File: config.mk
export PLATFORM = sky130hd
export DESIGN_NAME = nibble_serial_adder
export DESIGN_NICKNAME = d
export VERILOG_FILES = /design/src/rtl/nibble_serial_adder.sv
export SDC_FILE = /design/constraint.sdc
export NUM_CORES = 1
export LEC_CHECK = 0
export CAP_MARGIN = 20
export CORE_MARGIN = 3
export CORE_UTILIZATION = 54
export DETAILED_ROUTE_END_ITERATION = 7
export GPL_TIMING_DRIVEN = 0
export PLACE_DENSITY = 0.87
export SYNTH_ARGS = -nofsm -noshare
export SYNTH_HDL_FRONTEND = slang
export SYNTH_SLANG_ARGS = --single-unit
File: constraint.sdc
create_clock -name clk -period 7.6 [get_ports clk]
set_clock_uncertainty 0.15 [all_clocks]
set_input_delay 1.52 -clock clk [delete_from_list [all_inputs] [get_ports clk]]
set_output_delay 1.52 -clock clk [all_outputs]
set_load 0.02 [all_outputs]
File: src/rtl/nibble_serial_adder.sv
// Adds two WIDTH-bit operands 4 bits per cycle through one carry-lookahead slice.
// Define NSA_OVF_EN to add the registered two's-complement overflow output ovf.
module nibble_serial_adder #(
  parameter int WIDTH = 16
) (
  input  logic             clk,
  input  logic             rst,
  input  logic             start,
  input  logic [WIDTH-1:0] a,
  input  logic [WIDTH-1:0] b,
  input  logic             cin,
  output logic             busy,
  output logic             done,
  output logic [WIDTH-1:0] sum,
`ifdef NSA_OVF_EN
  output logic             ovf,
`endif
  output logic             cout
);

  localparam int NIB = WIDTH / 4;
  localparam int CW  = (NIB > 1) ? $clog2(NIB) : 1;
  localparam logic [CW-1:0] LAST = CW'(NIB - 1);

  typedef enum logic [1:0] {IDLE, RUN, DONE} state_t;

  state_t           state;
  logic [WIDTH-1:0] a_r, b_r;
  logic             carry;
  logic [CW-1:0]    cnt;
  logic [3:0]       xa, xb, ns;
  logic             nc;

  // 4-bit carry-lookahead slice; returns {carry-out, sum}
  function automatic logic [4:0] cla4(input logic [3:0] x, input logic [3:0] y,
                                      input logic ci);
    logic [3:0] g, p, c;
    logic       co;
    g    = x & y;
    p    = x ^ y;
    c[0] = ci;
    c[1] = g[0] | (p[0] & ci);
    c[2] = g[1] | (p[1] & g[0]) | (p[1] & p[0] & ci);
    c[3] = g[2] | (p[2] & g[1]) | (p[2] & p[1] & g[0]) | (p[2] & p[1] & p[0] & ci);
    co   = g[3] | (p[3] & g[2]) | (p[3] & p[2] & g[1]) | (p[3] & p[2] & p[1] & g[0])
         | (p[3] & p[2] & p[1] & p[0] & ci);
    return {co, p ^ c};
  endfunction

  always_comb begin
    xa       = a_r[cnt*4 +: 4];
    xb       = b_r[cnt*4 +: 4];
    {nc, ns} = cla4(xa, xb, carry);
  end

  always_ff @(posedge clk) begin
    if (rst) begin
      state <= IDLE;
      busy  <= 1'b0;
      done  <= 1'b0;
      sum   <= '0;
      cout  <= 1'b0;
      cnt   <= '0;
      carry <= 1'b0;
      a_r   <= '0;
      b_r   <= '0;
`ifdef NSA_OVF_EN
      ovf   <= 1'b0;
`endif
    end else begin
      case (state)
        IDLE, DONE: begin
          done <= 1'b0;
          if (start) begin
            a_r   <= a;
            b_r   <= b;
            carry <= cin;
            cnt   <= '0;
            busy  <= 1'b1;
            state <= RUN;
          end else begin
            state <= IDLE;
          end
        end
        RUN: begin
          // start is deliberately not looked at here
          sum[cnt*4 +: 4] <= ns;
          carry           <= nc;
          if (cnt == LAST) begin
            state <= DONE;
            busy  <= 1'b0;
            done  <= 1'b1;
            cout  <= nc;
`ifdef NSA_OVF_EN
            // carry into the MSB recovered from the slice's top sum bit
            ovf   <= (ns[3] ^ xa[3] ^ xb[3]) ^ nc;
`endif
          end else begin
            cnt <= cnt + 1'b1;
          end
        end
        default: begin
          state <= IDLE;
          busy  <= 1'b0;
          done  <= 1'b0;
        end
      endcase
    end
  end

endmodule

==> metrics.txt <==
# TYPE chip_impl_metric gauge
chip_impl_metric{name="crit_path_max_incr_delay",unit="ns"} 0.61
chip_impl_metric{name="cts_resized",unit=""} 0
chip_impl_metric{name="ys_types",unit=""} 40
chip_impl_metric{name="timing.critical_path.required",unit="ns"} 5.93
chip_impl_metric{name="yosysTopAreaCellShare",unit=""} 0.4455
chip_impl_metric{name="peakVddDrop",unit="uV"} 146.5
chip_impl_metric{name="fillers",unit=""} 328
chip_impl_info{name="worst-setup-path-type",value="register to primary output"} 1
chip_impl_metric{name="drt-met1-wl",unit="mm"} 2.542
chip_impl_info{name="cts_tree",value="built"} 1
chip_impl_metric{name="cp.buffers_inverters",unit=""} 1
chip_impl_info{name="crit_path_cell_trace",value="clkdlybuf4s50_1"} 1
chip_impl_metric{name="cp.arrival",unit="ns"} 1.29
chip_impl_metric{name="drv_slew",unit=""} 0
chip_impl_metric{name="coreArea",unit="sq mm"} 0.004414
chip_impl_metric{name="wire_length_of_the_first_global_routing_pass",unit="mm"} 9.190
chip_impl_metric{name="worstMarginPinSlew",unit="ns"} 0.5080
chip_impl_metric{name="vias_in_the_first_global_route",unit=""} 2070
chip_impl_metric{name="core.rowCount",unit=""} 24
chip_impl_metric{name="timing.final.setup_violations",unit=""} 0
chip_impl_info{name="rsz0062_at_grt",value="false"} 1
chip_impl_info{name="critical_path.endpoint_type",value="primary output"} 1
chip_impl_metric{name="power.leakage",unit="nW"} 1.218
chip_impl_info{name="synth.top_cells.by_area",value="sky130_fd_sc_hd__dfxtp_1, sky130_fd_sc_hd__nand2_1, sky130_fd_sc_hd__a21oi_1, sky130_fd_sc_hd__mux4_2, sky130_fd_sc_hd__ha_1"} 1
chip_impl_metric{name="dr.first_iter.drc_count",unit=""} 133
chip_impl_info{name="synth_area_leader_cell",value="sky130_fd_sc_hd__dfxtp_1"} 1
chip_impl_metric{name="power_density",unit="mW/mm^2"} 189.1
chip_impl_metric{name="achievable-frequency",unit="MHz"} 338.1
chip_impl_info{name="final_cell_mix",value="sky130_fd_sc_hd__nand2_1, sky130_fd_sc_hd__dfxtp_1, sky130_fd_sc_hd__clkdlybuf4s50_1"} 1
chip_impl_info{name="hp-class",value="register to register"} 1
chip_impl_info{name="highest-signal-layer",value="met4"} 1
chip_impl_metric{name="hold_violations",unit=""} 0
chip_impl_metric{name="wl_per_cell",unit="um"} 14.73
chip_impl_metric{name="cts_setup_buffers",unit=""} 0
chip_impl_metric{name="numCtsBuffers",unit=""} 5
chip_impl_metric{name="syn_to_final_growth",unit="%"} 27.95
chip_impl_metric{name="drive_gt1_frac",unit=""} 0.09524
chip_impl_metric{name="finish.net_count",unit=""} 383
chip_impl_metric{name="post_synthesis_instance_area",unit="sq mm"} 0.002516
chip_impl_metric{name="synth_compound_area_frac",unit=""} 0.1512
chip_impl_metric{name="cap_viol_max_count",unit=""} 0
chip_impl_metric{name="initial_antenna_violation_count",unit=""} 0
chip_impl_metric{name="dr_wl_met3",unit="um"} 303
chip_impl_metric{name="period_needed",unit="ns"} 2.958
chip_impl_metric{name="detailroute.via_count",unit=""} 2145
chip_impl_info{name="synth_top_family_by_area",value="simple AND/OR/NAND/NOR gates"} 1
chip_impl_metric{name="count_of_boundary_i_o_pins",unit=""} 55
chip_impl_metric{name="tritoncts_num_sinks",unit=""} 56
chip_impl_metric{name="grt_use_total",unit=""} 0.2155
chip_impl_metric{name="synth_async_sr_flop_share",unit=""} 0
chip_impl_metric{name="place.gp.congestion",unit=""} 0.8324
chip_impl_metric{name="synth_edf_count",unit=""} 0
chip_impl_metric{name="chipWidth",unit="um"} 74.26
chip_impl_metric{name="drc_errors",unit=""} 0
chip_impl_metric{name="yosys_warnings",unit=""} 0
chip_impl_metric{name="n_diodes",unit=""} 0
chip_impl_metric{name="drtAntennaViolNets",unit=""} 0
chip_impl_info{name="synth_top_flop_cell",value="sky130_fd_sc_hd__dfxtp_1"} 1
chip_impl_metric{name="cts-htree-levels",unit=""} 2
chip_impl_metric{name="floorplan.initialDensity",unit=""} 0.5700
chip_impl_metric{name="synth.avg_cell_area",unit="sq um"} 9.150
chip_impl_info{name="critical_path.startpoint_type",value="register"} 1
chip_impl_metric{name="setup_tns",unit="ns"} 0
chip_impl_metric{name="met2WireLength",unit="mm"} 2.796
chip_impl_metric{name="post_synth_and_or_nand_nor_area_fraction",unit=""} 0.2079
chip_impl_metric{name="clock_latency",unit="ns"} 0.31
chip_impl_metric{name="max-clock-path-buffers",unit=""} 2
chip_impl_metric{name="slew_headroom",unit=""} 0.6613
chip_impl_metric{name="synth_nets",unit=""} 323
chip_impl_metric{name="die_area",unit="sq mm"} 0.005515
chip_impl_metric{name="synth_seq_cells",unit=""} 56
chip_impl_info{name="cts_root_buf",value="sky130_fd_sc_hd__clkbuf_8"} 1
chip_impl_metric{name="timing.critical_path.fanout_max",unit=""} 2
chip_impl_metric{name="synthesis.instances",unit=""} 275
chip_impl_metric{name="grt_overflow",unit=""} 0
chip_impl_metric{name="viasPerCell",unit=""} 5.528
chip_impl_info{name="critical_path.top_delay_family",value="buffers and inverters"} 1
chip_impl_metric{name="muxShareOfSynthArea",unit=""} 0.08354
chip_impl_metric{name="cts_stage_hold_buffer_count",unit=""} 0
chip_impl_metric{name="drt_pass1_iterations",unit=""} 4
chip_impl_metric{name="sequential_element_share_of_the_synthesized_area",unit=""} 0.4455
chip_impl_metric{name="dp.final_hpwl",unit="mm"} 4.347
chip_impl_metric{name="xor_xnor_portion_of_the_synthesized_cell_area",unit=""} 0.009945
chip_impl_metric{name="port-buffer-count",unit=""} 53
chip_impl_metric{name="whs",unit="ns"} 0.3095
chip_impl_info{name="crit_path_top_delay_cell",value="sky130_fd_sc_hd__clkdlybuf4s50_1"} 1
chip_impl_metric{name="drt_wl_total",unit="mm"} 5.716
chip_impl_metric{name="synth_fa_ha_area_frac",unit=""} 0.06266
chip_impl_metric{name="finalCritPeriodShare",unit=""} 0.3892
chip_impl_metric{name="die_height",unit="um"} 74.26
chip_impl_info{name="outcome",value="finished, final reports clean"} 1
chip_impl_metric{name="grt_start_max_net_pins",unit=""} 17
chip_impl_metric{name="cts.reportedPaths.clkPinSlew",unit="ns"} 0.09
chip_impl_info{name="layout.cells.most_common",value="sky130_fd_sc_hd__nand2_1"} 1
through the flow:
step	instance area (sq um)	util	std cells	total power [mW]	setup slack [ns]
detailed placement	3112	0.7049	380	0.4217	4.485
global placement	3112	0.7049	380	0.4185	4.562
global route	3219	0.7293	388	0.6298	4.581
finish	3219	0.7293	388	0.6087	4.642
CTS	3219	0.7293	388	0.6078	4.644
floorplan	2516	-	275	0.3834	5.040
flip-flops by register name (all words and copies together) (netlist names):
signal and flops:
a_r 16, b_r 16, busy 1, carry 1, cnt 2, cout 1
done 1, state 2, sum 16
cell type report:
type | count | area, sq um | share of cell area
flip-flops and latches | 56 | 1121 | 0.3482
clock inverters | 2 | 35.03 | 0.01088
inverters | 4 | 15.01 | 0.004664
clock buffers | 6 | 72.57 | 0.02254
multi-input cells | 198 | 1296 | 0.4026
plain buffers | 17 | 83.83 | 0.02604
well taps | 52 | 65.06 | 0.02021
repair buffers | 53 | 530.5 | 0.1648
cell usage after synthesis, types with 2 or more instances:
cell type and number:
sky130_fd_sc_hd__clkbuf_1 7, sky130_fd_sc_hd__inv_1 4, sky130_fd_sc_hd__and3_1 2, sky130_fd_sc_hd__a21oi_1 36, sky130_fd_sc_hd__a22oi_1 8, sky130_fd_sc_hd__a211oi_1 2, sky130_fd_sc_hd__mux4_2 8, sky130_fd_sc_hd__nand3b_1 5
sky130_fd_sc_hd__a32oi_1 4, sky130_fd_sc_hd__mux2i_1 3, sky130_fd_sc_hd__buf_2 7, sky130_fd_sc_hd__nand2_1 71, sky130_fd_sc_hd__dfxtp_1 56, sky130_fd_sc_hd__nor2_1 22, sky130_fd_sc_hd__buf_4 3, sky130_fd_sc_hd__ha_1 11
sky130_fd_sc_hd__o31ai_1 3
per-layer routing:
metal / vias to the layer above / GRT usage
li1: 1076 / -
met1: 989 / 0.2724
met2: 71 / 0.3750
met3: 9 / 0.02973
met4: 0 / 0.08103
met5: - / 0
final timing paths:
check / startpoint / to / slack (ns) / depth (start not counted)
worst max-delay path: sum[2] / sum[2] / 4.64 / 1
worst min-delay path: a_r[2] / a_r[2] / 0.31 / 2
worst max register to register: cnt[0] / sum[2] / 4.77 / 7
worst min register to register: a_r[2] / a_r[2] / 0.31 / 2
report_power, final:
part	total, mW	internal, mW	switching [mW]	leakage [nW]
clock	0.193	0.0980	0.0949	0.0552
combinational	0.101	0.0489	0.0519	0.705
sequential	0.315	0.307	0.00839	0.457
total	0.609	0.453	0.155	1.22
logic make-up after synthesis:
logic type                 count (synthesis)
xor gates and xnor gates                   2
DFF                                       56
muxes                                     11
AOI/OAI and AO/OA                         60
adders and majority gates                 12
buffers and inverters                     21
and+or+nand+nor                          113
Power figures use the tool's default switching activity.
